File: src/rtl/i2c_req_arbiter_if.sv
// Bundle of the two requester ports and the I2C master control-unit handshake.
// The arbiter connects through 'slave'; the environment (requesters plus master) uses 'master'.
interface i2c_req_arbiter_if;
    logic        Req0, Req1;
    logic        Rw0, Rw1;
    logic [7:0]  Ptr0, Ptr1;
    logic        SetPtr0, SetPtr1;
    logic [15:0] Wdata0, Wdata1;
    logic        Gnt0, Gnt1;
    logic        Done0, Done1;
    logic        Err_out;
    logic [15:0] Rdata;

    logic        M_Ready, M_Data_valid, M_Error, M_Repeat;
    logic [7:0]  M_Data_out;
    logic        M_Start, M_R_W, M_Set_pointer, M_Return;
    logic [7:0]  M_Pointer;
    logic [15:0] M_Wdata;

    modport slave (
        input  Req0, Req1, Rw0, Rw1, Ptr0, Ptr1, SetPtr0, SetPtr1, Wdata0, Wdata1,
        output Gnt0, Gnt1, Done0, Done1, Err_out, Rdata,
        input  M_Ready, M_Data_valid, M_Error, M_Repeat, M_Data_out,
        output M_Start, M_R_W, M_Set_pointer, M_Return, M_Pointer, M_Wdata
    );

    modport master (
        output Req0, Req1, Rw0, Rw1, Ptr0, Ptr1, SetPtr0, SetPtr1, Wdata0, Wdata1,
        input  Gnt0, Gnt1, Done0, Done1, Err_out, Rdata,
        output M_Ready, M_Data_valid, M_Error, M_Repeat, M_Data_out,
        input  M_Start, M_R_W, M_Set_pointer, M_Return, M_Pointer, M_Wdata
    );
endinterface

File: src/rtl/i2c_req_arbiter.sv
// Two-requester round-robin front end for an I2C master control unit: grants one
// requester, launches its transaction, collects up to two read bytes and reports completion.
module i2c_req_arbiter #(
    parameter logic [15:0] TIMEOUT = 16'd50000
) (
    input  logic             Clk,
    input  logic             Rst,
    i2c_req_arbiter_if.slave bus
);
    typedef enum logic [2:0] {IDLE, LAUNCH, WAIT_BUSY, BUSY, DONE} state_t;

    state_t      state;
    logic        sel;
    logic        last;
    logic [1:0]  gnt_q;
    logic [1:0]  done_q;
    logic        err_out_q;
    logic        start_q;
    logic        rw_q;
    logic        setptr_q;
    logic [7:0]  ptr_q;
    logic [15:0] wdata_q;
    logic [15:0] rdata_q;
    logic [15:0] tmo;
    logic        err;
    logic [1:0]  nbytes;
    logic        dv_q;
    logic        rdy_q;

    logic [1:0]  req;
    logic        win;
    logic        active;
    logic [15:0] tmo_nxt;
    logic        tmo_hit;
    logic        err_nxt;
    logic        dv_rise;
    logic        rdy_rise;
    logic        fin;
    logic        fin_err;

    assign req = {bus.Req1, bus.Req0};

    // On a tie the requester not served last wins; otherwise the single requester wins.
    always_comb begin
        win = 1'b0;
        if (req == 2'b11) win = ~last;
        else              win = req[1];
    end

    assign active   = (state == LAUNCH) || (state == WAIT_BUSY) || (state == BUSY);
    assign tmo_nxt  = tmo + 16'd1;
    assign tmo_hit  = active && (tmo_nxt == TIMEOUT);
    assign err_nxt  = err | (bus.M_Error & ((state == WAIT_BUSY) || (state == BUSY)));
    assign dv_rise  = bus.M_Data_valid & ~dv_q;
    assign rdy_rise = bus.M_Ready & ~rdy_q;
    assign fin      = tmo_hit || ((state == BUSY) && rdy_rise);
    assign fin_err  = err_nxt | tmo_hit;

    assign bus.Gnt0          = gnt_q[0];
    assign bus.Gnt1          = gnt_q[1];
    assign bus.Done0         = done_q[0];
    assign bus.Done1         = done_q[1];
    assign bus.Err_out       = err_out_q;
    assign bus.Rdata         = rdata_q;
    assign bus.M_Start       = start_q;
    assign bus.M_R_W         = rw_q;
    assign bus.M_Set_pointer = setptr_q;
    assign bus.M_Pointer     = ptr_q;
    assign bus.M_Wdata       = wdata_q;
    // Repeated-start handoff back to the master is only meaningful for pointer-set reads.
    assign bus.M_Return      = (state == BUSY) & bus.M_Repeat & setptr_q;

    always_ff @(posedge Clk or negedge Rst) begin
        if (!Rst) begin
            state     <= IDLE;
            sel       <= 1'b0;
            last      <= 1'b1;
            gnt_q     <= 2'b00;
            done_q    <= 2'b00;
            err_out_q <= 1'b0;
            start_q   <= 1'b0;
            rw_q      <= 1'b0;
            setptr_q  <= 1'b0;
            ptr_q     <= 8'h00;
            wdata_q   <= 16'h0000;
            rdata_q   <= 16'h0000;
            tmo       <= 16'h0000;
            err       <= 1'b0;
            nbytes    <= 2'd0;
            dv_q      <= 1'b0;
            rdy_q     <= 1'b0;
        end else begin
            dv_q  <= bus.M_Data_valid;
            rdy_q <= bus.M_Ready;
            case (state)
                IDLE: begin
                    if (|req) begin
                        sel      <= win;
                        last     <= win;
                        gnt_q    <= win ? 2'b10 : 2'b01;
                        rw_q     <= win ? bus.Rw1     : bus.Rw0;
                        setptr_q <= win ? bus.SetPtr1 : bus.SetPtr0;
                        ptr_q    <= win ? bus.Ptr1    : bus.Ptr0;
                        wdata_q  <= win ? bus.Wdata1  : bus.Wdata0;
                        rdata_q  <= 16'h0000;
                        tmo      <= 16'h0000;
                        err      <= 1'b0;
                        nbytes   <= 2'd0;
                        state    <= LAUNCH;
                    end
                end
                LAUNCH: begin
                    tmo <= tmo_nxt;
                    if (bus.M_Ready) begin
                        start_q <= 1'b1;
                        state   <= WAIT_BUSY;
                    end
                end
                WAIT_BUSY: begin
                    tmo <= tmo_nxt;
                    err <= err_nxt;
                    if (!bus.M_Ready) begin
                        start_q <= 1'b0;
                        state   <= BUSY;
                    end
                end
                BUSY: begin
                    tmo <= tmo_nxt;
                    err <= err_nxt;
                    if (bus.M_Repeat) rw_q <= 1'b1;
                    // Only the first two data-valid edges carry payload; later ones are dropped.
                    if (dv_rise) begin
                        if (nbytes == 2'd0) begin
                            rdata_q[15:8] <= bus.M_Data_out;
                            nbytes        <= 2'd1;
                        end else if (nbytes == 2'd1) begin
                            rdata_q[7:0]  <= bus.M_Data_out;
                            nbytes        <= 2'd2;
                        end
                    end
                end
                DONE: begin
                    done_q    <= 2'b00;
                    err_out_q <= 1'b0;
                    gnt_q     <= 2'b00;
                    state     <= IDLE;
                end
                default: state <= IDLE;
            endcase
            // Completion (normal or timeout) overrides whatever the state branch scheduled.
            if (fin) begin
                state     <= DONE;
                start_q   <= 1'b0;
                done_q    <= sel ? 2'b10 : 2'b01;
                err_out_q <= fin_err;
                err       <= fin_err;
            end
        end
    end
endmodule

File: src/flat_wrapper.sv
// flat-port wrapper written by rule: the top's interface ports become plain ports
module i2c_req_arbiter_flat 
#(
    parameter logic [15:0] TIMEOUT = 16'd50000
)
  (Clk, Rst, bus_Req0, bus_Req1, bus_Rw0, bus_Rw1, bus_Ptr0, bus_Ptr1, bus_SetPtr0, bus_SetPtr1, bus_Wdata0, bus_Wdata1, bus_Gnt0, bus_Gnt1, bus_Done0, bus_Done1, bus_Err_out, bus_Rdata, bus_M_Ready, bus_M_Data_valid, bus_M_Error, bus_M_Repeat, bus_M_Data_out, bus_M_Start, bus_M_R_W, bus_M_Set_pointer, bus_M_Return, bus_M_Pointer, bus_M_Wdata);
  i2c_req_arbiter_if bus_i ();
  input  logic Clk;
  input  logic Rst;
  input wire logic [$bits(bus_i.Req0)-1:0] bus_Req0;
  input wire logic [$bits(bus_i.Req1)-1:0] bus_Req1;
  input wire logic [$bits(bus_i.Rw0)-1:0] bus_Rw0;
  input wire logic [$bits(bus_i.Rw1)-1:0] bus_Rw1;
  input wire logic [$bits(bus_i.Ptr0)-1:0] bus_Ptr0;
  input wire logic [$bits(bus_i.Ptr1)-1:0] bus_Ptr1;
  input wire logic [$bits(bus_i.SetPtr0)-1:0] bus_SetPtr0;
  input wire logic [$bits(bus_i.SetPtr1)-1:0] bus_SetPtr1;
  input wire logic [$bits(bus_i.Wdata0)-1:0] bus_Wdata0;
  input wire logic [$bits(bus_i.Wdata1)-1:0] bus_Wdata1;
  output wire logic [$bits(bus_i.Gnt0)-1:0] bus_Gnt0;
  output wire logic [$bits(bus_i.Gnt1)-1:0] bus_Gnt1;
  output wire logic [$bits(bus_i.Done0)-1:0] bus_Done0;
  output wire logic [$bits(bus_i.Done1)-1:0] bus_Done1;
  output wire logic [$bits(bus_i.Err_out)-1:0] bus_Err_out;
  output wire logic [$bits(bus_i.Rdata)-1:0] bus_Rdata;
  input wire logic [$bits(bus_i.M_Ready)-1:0] bus_M_Ready;
  input wire logic [$bits(bus_i.M_Data_valid)-1:0] bus_M_Data_valid;
  input wire logic [$bits(bus_i.M_Error)-1:0] bus_M_Error;
  input wire logic [$bits(bus_i.M_Repeat)-1:0] bus_M_Repeat;
  input wire logic [$bits(bus_i.M_Data_out)-1:0] bus_M_Data_out;
  output wire logic [$bits(bus_i.M_Start)-1:0] bus_M_Start;
  output wire logic [$bits(bus_i.M_R_W)-1:0] bus_M_R_W;
  output wire logic [$bits(bus_i.M_Set_pointer)-1:0] bus_M_Set_pointer;
  output wire logic [$bits(bus_i.M_Return)-1:0] bus_M_Return;
  output wire logic [$bits(bus_i.M_Pointer)-1:0] bus_M_Pointer;
  output wire logic [$bits(bus_i.M_Wdata)-1:0] bus_M_Wdata;
  assign bus_i.Req0 = bus_Req0;
  assign bus_i.Req1 = bus_Req1;
  assign bus_i.Rw0 = bus_Rw0;
  assign bus_i.Rw1 = bus_Rw1;
  assign bus_i.Ptr0 = bus_Ptr0;
  assign bus_i.Ptr1 = bus_Ptr1;
  assign bus_i.SetPtr0 = bus_SetPtr0;
  assign bus_i.SetPtr1 = bus_SetPtr1;
  assign bus_i.Wdata0 = bus_Wdata0;
  assign bus_i.Wdata1 = bus_Wdata1;
  assign bus_Gnt0 = bus_i.Gnt0;
  assign bus_Gnt1 = bus_i.Gnt1;
  assign bus_Done0 = bus_i.Done0;
  assign bus_Done1 = bus_i.Done1;
  assign bus_Err_out = bus_i.Err_out;
  assign bus_Rdata = bus_i.Rdata;
  assign bus_i.M_Ready = bus_M_Ready;
  assign bus_i.M_Data_valid = bus_M_Data_valid;
  assign bus_i.M_Error = bus_M_Error;
  assign bus_i.M_Repeat = bus_M_Repeat;
  assign bus_i.M_Data_out = bus_M_Data_out;
  assign bus_M_Start = bus_i.M_Start;
  assign bus_M_R_W = bus_i.M_R_W;
  assign bus_M_Set_pointer = bus_i.M_Set_pointer;
  assign bus_M_Return = bus_i.M_Return;
  assign bus_M_Pointer = bus_i.M_Pointer;
  assign bus_M_Wdata = bus_i.M_Wdata;
  i2c_req_arbiter #(.TIMEOUT(TIMEOUT)) u_core (.Clk(Clk), .Rst(Rst), .bus(bus_i));
endmodule
File: config.mk
export PLATFORM = sky130hd
export DESIGN_NAME = i2c_req_arbiter_flat
export DESIGN_NICKNAME = d
export VERILOG_FILES = /design/src/rtl/i2c_req_arbiter_if.sv /design/src/rtl/i2c_req_arbiter.sv /design/src/flat_wrapper.sv
export SDC_FILE = /design/constraint.sdc
export NUM_CORES = 1
export LEC_CHECK = 0
export CORE_UTILIZATION = 32
export DETAILED_ROUTE_END_ITERATION = 12
export PLACE_DENSITY = 0.62
export SLEW_MARGIN = 20
export SYNTH_ARGS = -nofsm -noshare
export SYNTH_HDL_FRONTEND = slang
export SYNTH_SLANG_ARGS = --single-unit
File: constraint.sdc
create_clock -name Clk -period 4.9 [get_ports Clk]
set_clock_uncertainty 0.1 [all_clocks]
set_input_delay 0.98 -clock Clk [delete_from_list [all_inputs] [get_ports Clk]]
set_output_delay 0.98 -clock Clk [all_outputs]
set_load 0.05 [all_outputs]
==> parameters.txt, run 1 <==
Parameter                              Value

Outcome
  Outcome ... complete, no violations

Synth
  Mapped cell area ... 0.003497 mm^2
  Sequential element share of the synthesized area ... 0.5299
  FF+latch count, synth ... 74
  Warnings, synthesis ... 0
  Share of the synthesized area in the top cell type ... 0.5224
  Syn avg cell area ... 9.252 um^2
  Post-synthesis net count ... 448
  Most numerous cell in the Yosys netlist ... sky130_fd_sc_hd__nand2_1
  Flip-flop cell with the highest count after synthesis ... sky130_fd_sc_hd__dfrtp_1
  Leading post-synthesis cells by instance count ... sky130_fd_sc_hd__nand2_1, sky130_fd_sc_hd__dfrtp_1, sky130_fd_sc_hd__o21ai_0
  Async set-reset flop share out of synthesis ... 1.000
  EDFF count, synth ... 0
  Number of distinct library cells after synthesis ... 41
  Top post-synthesis cells by area ... sky130_fd_sc_hd__dfrtp_1, sky130_fd_sc_hd__o21ai_0, sky130_fd_sc_hd__nand2_1
  Number of instances in the synthesized netlist ... 378
  Dominant cell type by area after synthesis ... sky130_fd_sc_hd__dfrtp_1

Detailed routing
  ANT nets after route ... 0
  DR DRC count ... 0
  Post-DR wirelength/cell ... 14.96 um
  DR pass1 iterations ... 4
  WL final ... 9.338 mm
  Via count of the routed design ... 3,138
  Detailed Route Iter0 Violations ... 83
  Via-per-instance ratio ... 5.029

Placement
  Weighted congestion reported at the end of routability-driven placement ... 0.7930
  Dpl hpwl ... 6.507 mm
  IO Port Bufs ... 116
  Pre-CTS WS ... 1.392 ns
  Post-Place Cell Area ... 0.004762 mm^2

Clock tree
  Clock transition at the registers of the reported paths ... 0.08 ns
  Insertion delay to the later sink of the worst-skew pair ... 0.34 ns
  Buffers inserted by post-CTS timing repair ... 0
  Clock sink total ... 74
  CTS root buffer ... sky130_fd_sc_hd__clkbuf_8
  Clock buffer count from CTS ... 9
  TritonCTS clock tree ... done
  Gates resized, CTS repair ... 0
  Deepest clock path buffer count ... 2
  Clock H-tree levels ... 3
  Post-CTS Hold Fix Bufs ... 0

Worst setup path
  Type of element launching the critical path ... register
  Launch instance of the worst register-to-register path ... u_core.state[1]$_DFFE_PN0P_
  Arrival time at the worst endpoint ... 2.53 ns
  Kind of capture point of the worst setup path ... output pin
  Critical path startpoint ... u_core.state[1]$_DFFE_PN0P_
  CP required ... 3.82 ns
  Worst setup path category ... reg2out
  CP max FO ... 12

Final layout
  Diodes inserted ... 0
  Storage element area ... 0.001853 mm^2
  # nets final ... 553
  Final cell utilization of the core ... 0.4748
  Fillers ... 1,035
  Fraction of layout instances using a drive strength above 1 ... 0.06762
  Post-synthesis to final-layout area growth ... 42.04%
  Post-route cell area ... 0.004967 mm^2
  Area taken by multi-input logic gates ... 0.001554 mm^2

GRT
  Congestion Overflow GR ... 0
  Overall global routing resource usage ... 0.1745
  Via count of the first global-routing pass ... 3,212
  Antenna violations before repair ... 0
  Wire length of the first global-routing pass ... 15.60 mm
  Maximum number of pins on one net before global-route repair ... 75

Timing
  Hold Fails Final Rpt ... 0
  RSZ-0062 raised after global routing ... no
  Highest achievable clock rate ... 276.7 MHz
  Fin. max-slew vios ... 0
  Worst slew slack as a fraction of its limit ... 0.2899
  Setup WS post-layout ... 1.286 ns
  Number of setup violations in the final report ... 0
  Final critical path time including I/O delays and setup ... 3.614 ns
  Fraction of the cycle the final worst path needs ... 0.7376
  Sum of negative setup slack ... 0 ns
  Worst-Margin Slew ... 1.059 ns

Floorplan
  X dimension of the die ... 106.5 um
  Die area ... 0.01135 mm^2
  Placeable Area ... 0.01046 mm^2
  Floorplan row count ... 37
  I/O pin count ... 117
  Initial Utilization ... 0.3343
  Die height ... 106.5 um

Power
  Worst ir drop on vdd ... 0.3666 mV
  Static leakage ... 0.002009 uW
  Pwr Density ... 628.5 mW/mm^2

Run
  Number of max-cap violations ... 0

Min path
  Start point of the worst hold path ... u_core.sel$_DFFE_PN0P_
  Hold/Removal Path Class ... reg2reg
-- cells in the final DEF, fill, tap and decap left out, drive strengths merged, types with 3 or more instances in the layout --
| cell | instances |
|---|---|
| nand3 | 18 |
| a21oi | 11 |
| o31ai | 4 |
| mux2i | 4 |
| clkdlybuf4s50 | 115 |
| clkbuf | 10 |
| dfrtp | 73 |
| o21ai | 66 |
| inv | 7 |
| xor2 | 3 |
| buf | 3 |
| xnor2 | 7 |
| a22oi | 25 |
| nor4 | 4 |
| nor2 | 17 |
| a31oi | 3 |
| nor3 | 9 |
| nand4 | 7 |
| nand2 | 76 |
-- layout make-up --
class,instances,share of cell area
repair buffers,118,0.2403
clock buffers,10,0.02569
well taps,136,0.03426
multi-input cells,275,0.3128
flip-flops and latches,74,0.3730
inverters,5,0.003778
clock inverters,6,0.01008
-- worst max-delay path, stage by stage, from the launching register on --
cell                              delay [ns]
sky130_fd_sc_hd__dfrtp_1                0.47
sky130_fd_sc_hd__nor2b_1                0.25
sky130_fd_sc_hd__and2_1                 0.45
sky130_fd_sc_hd__and3_1                 0.22
sky130_fd_sc_hd__clkdlybuf4s50_1        0.81
-- routing by layer --
metal | vias up | global-route usage | share of wire
li1 | 1561 | - | -
met1 | 1459 | 0.2260 | 0.45
met2 | 109 | 0.2746 | 0.46
met3 | 9 | 0.05395 | 0.079
met4 | 0 | 0.06262 | 0.011
met5 | - | 0 | 0
-- cells by family after synthesis --
logic type | count (synthesis) | synth area share
flip-flops | 74 | 0.5299
buffers and inverters | 29 | 0.03327
adder cells (fa/ha/maj) | 2 | 0.007154
multiplexers | 4 | 0.01145
XOR/XNOR | 10 | 0.02505
AND/OR/NAND/NOR | 144 | 0.2018
AO/OA/AOI/OAI | 115 | 0.1914
-- state kept, by name, summed over array words and instances (netlist names) --
name / flops
u_core.dv_q: 1
u_core.rdy_q: 1
u_core.tmo: 16
u_core.bus.Rdata: 16
u_core.bus.Err_out: 1
u_core.sel: 1
u_core.done_q: 2
u_core.bus.M_Start: 1
u_core.bus.M_R_W: 1
u_core.nbytes: 2
u_core.gnt_q: 2
u_core.bus.M_Set_pointer: 1
u_core.err: 1
u_core.last: 1
u_core.bus.M_Wdata: 16
u_core.bus.M_Pointer: 8
u_core.state: 3
-- final timing paths --
path                                                     endpoint  slack, ns  cells after the start
worst max-delay path                                 bus_M_Return       1.29                      4
worst min-delay path                 u_core.done_q[0]$_DFFE_PN0P_       0.36                      1
worst max register to register    u_core.bus.Rdata[5]$_DFFE_PN0P_       2.21                      4
worst min register to register       u_core.done_q[0]$_DFFE_PN0P_       0.36                      1
max in group asynchronous             u_core.gnt_q[1]$_DFFE_PN0P_       3.44                      1
min in group asynchronous       u_core.bus.M_Wdata[0]$_DFFE_PN0P_       0.67                      1
-- through the flow --
stage	hold WS [ns]	total power (uW)	cells
4_1_cts	0.3617	3140	623
3_5_place_dp	0.3544	2694	607
3_3_place_gp	0.3478	2667	607
2_1_floorplan	0.3260	2125	378
6_report	0.3585	3122	624
5_1_grt	0.3886	3328	624
-- report_power, final --
| group | leakage, uW | switching [uW] | internal, uW | total, uW |
|---|---|---|---|---|
| clock network | 0.0000835 | 245 | 189 | 434 |
| logic | 0.000986 | 1100 | 547 | 1640 |
| registers | 0.000940 | 196 | 849 | 1050 |
Power figures use the tool's default switching activity.
==> run 2: changes to the inputs <==
Settings changed: PLACE_DENSITY 0.62 to 0.65.
Clock period 4.9 ns to 3.3 ns, I/O delays scaled along.
==> run 2 against run 1 <==
Final cell count is 0.64% higher. Clock-buffer cell count is 2 higher. Register-to-register slack worse by 1.4 ns. Critical endpoint unchanged. Cell area is 2.5% higher. Wire length is 2.1% lower. Sequential power is 48% higher. Setup slack worse by 0.97 ns. Critical path depth stayed put. Sequential cell count stayed put. Largest cell class unchanged. Clock power is 120% higher.
==> parameters.txt, run 2 (same netlist as run 1, synthesis figures left out) <==
Parameter                              Value

Clock tree
  Clock sink total ... 74
  Post-CTS Hold Fix Bufs ... 0
  Gates resized, CTS repair ... 0
  Deepest clock path buffer count ... 2
  Clock transition at the registers of the reported paths ... 0.07 ns
  Clock H-tree levels ... 3
  CTS root buffer ... sky130_fd_sc_hd__clkbuf_8
  Clock buffer count from CTS ... 9
  TritonCTS clock tree ... done
  Insertion delay to the later sink of the worst-skew pair ... 0.34 ns
  Buffers inserted by post-CTS timing repair ... 0

Floorplan
  Floorplan row count ... 37
  I/O pin count ... 117
  Placeable Area ... 0.01046 mm^2
  Die height ... 106.5 um
  Die area ... 0.01135 mm^2
  X dimension of the die ... 106.5 um
  Initial Utilization ... 0.3343

Power
  Sw Share ... 0.4515
  Worst ir drop on vdd ... 0.5065 mV
  Pwr Density ... 977.0 mW/mm^2
  Static leakage ... 0.002080 uW
  Clock network fraction of total power ... 0.196
  Cell Int Power ... 2728 uW
  Part of the total power dissipated in sequential elements ... 0.312
  Combinational fraction of design power ... 0.492
  Net load switching power ... 2245 uW

Worst setup path
  Kind of capture point of the worst setup path ... output pin
  Type of element launching the critical path ... register
  Arrival time at the worst endpoint ... 2.22 ns
  CP required ... 2.54 ns
  Worst setup path category ... reg2out
  CP max FO ... 9

Timing
  Sum of negative setup slack ... 0 ns
  Worst slew slack as a fraction of its limit ... 0.3764
  RSZ-0062 raised after global routing ... no
  Setup WS post-layout ... 0.3184 ns
  Fin. max-slew vios ... 0
  Worst-Margin Slew ... 0.9354 ns
  Worst-case hold slack ... 0.3533 ns
  Hold Fails Final Rpt ... 0
  Number of setup violations in the final report ... 0
  Fraction of the cycle the final worst path needs ... 0.9035
  Highest achievable clock rate ... 335.4 MHz
  Final critical path time including I/O delays and setup ... 2.982 ns

Detailed routing
  Post-DR wirelength/cell ... 14.56 um
  DR pass1 iterations ... 4
  DR DRC count ... 0
  Via count of the routed design ... 3,169
  Via-per-instance ratio ... 5.046
  WL final ... 9.141 mm
  Detailed Route Iter0 Violations ... 129
  ANT nets after route ... 0

GRT
  Via count of the first global-routing pass ... 3,228
  Congestion Overflow GR ... 0
  Overall global routing resource usage ... 0.1728
  Maximum number of pins on one net before global-route repair ... 75
  Wire length of the first global-routing pass ... 15.62 mm
  Antenna violations before repair ... 0

Final layout
  Post-route cell area ... 0.005090 mm^2
  Most common library cell in the layout ignoring fill and taps ... sky130_fd_sc_hd__clkdlybuf4s50_1
  # nets final ... 557
  Commonest cells after routing, fill and taps aside ... sky130_fd_sc_hd__clkdlybuf4s50_1, sky130_fd_sc_hd__nand2_1, sky130_fd_sc_hd__dfrtp_1
  Post-synthesis to final-layout area growth ... 45.55%
  Diodes inserted ... 0
  Area taken by multi-input logic gates ... 0.001546 mm^2
  Storage element area ... 0.001853 mm^2
  Cell Count, Final, Fillers Out ... 628
  Fraction of layout instances using a drive strength above 1 ... 0.07724
  Fillers ... 1,044

Placement
  Dpl hpwl ... 6.492 mm
  Total instance count after detailed placement ... 612
  IO Port Bufs ... 116
  Post-Place Cell Area ... 0.004805 mm^2
  Weighted congestion reported at the end of routability-driven placement ... 0.8013
  Pre-CTS WS ... 0.4685 ns

Run
  Number of max-cap violations ... 0

Min path
  Hold/Removal Path Class ... reg2reg

Outcome
  Outcome ... complete, no violations
run 2: cell type report:
type                    instances  area share
clock buffers                  12     0.03245
clock inverters                 4     0.02360
inverters                       5    0.003687
multi-input cells             275      0.3038
flip-flops and latches         74      0.3641
well taps                     136     0.03343
repair buffers                122      0.2389
run 2: through the flow:
stage / power, uW / util
final: 4973 / 0.4865
after global routing: 5287 / 0.4865
after CTS: 5021 / 0.4865
after detailed placement: 4034 / 0.4592
after global placement: 3981 / 0.4592
after floorplan: 3155 / -
run 2: power groups by stage:
stage | sequential [uW] | combinational (uW) | clock, uW
final | 1550 | 2450 | 976
after global routing | 1600 | 2640 | 1040
after global placement | 1550 | 2430 | 0
after floorplan | 2390 | 766 | 0
after CTS | 1550 | 2470 | 995
after detailed placement | 1560 | 2470 | 0
run 2: final timing paths:
kind / depth (start not counted) / from / endpoint / slack, ns
setup / recovery: 4 / u_core.state[1]$_DFFE_PN0P_ / bus_M_Return / 0.32
hold / removal: 1 / u_core.sel$_DFFE_PN0P_ / u_core.done_q[0]$_DFFE_PN0P_ / 0.35
setup reg to reg: 6 / u_core.state[1]$_DFFE_PN0P_ / u_core.bus.Rdata[2]$_DFFE_PN0P_ / 0.85
hold reg to reg: 1 / u_core.sel$_DFFE_PN0P_ / u_core.done_q[0]$_DFFE_PN0P_ / 0.35
max in group asynchronous: 1 / Rst / u_core.bus.M_Wdata[13]$_DFFE_PN0P_ / 2.14
min in group asynchronous: 1 / Rst / u_core.bus.Rdata[3]$_DFFE_PN0P_ / 0.36
run 2: routing by layer:
metal  wire [um]  GRT usage  up-vias
met5           0          0        -
met4          94    0.04795        0
met3         626    0.04598       13
met2        4205     0.2769      106
met1        4215     0.2298     1500
li1            -          -     1550
run 2: worst max-delay path, stage by stage, from the launching register on:
cell and delay, ns:
sky130_fd_sc_hd__dfrtp_1 0.47, sky130_fd_sc_hd__nor2b_1 0.27, sky130_fd_sc_hd__and2_1 0.20, sky130_fd_sc_hd__and3_1 0.16
sky130_fd_sc_hd__clkdlybuf4s50_1 0.80
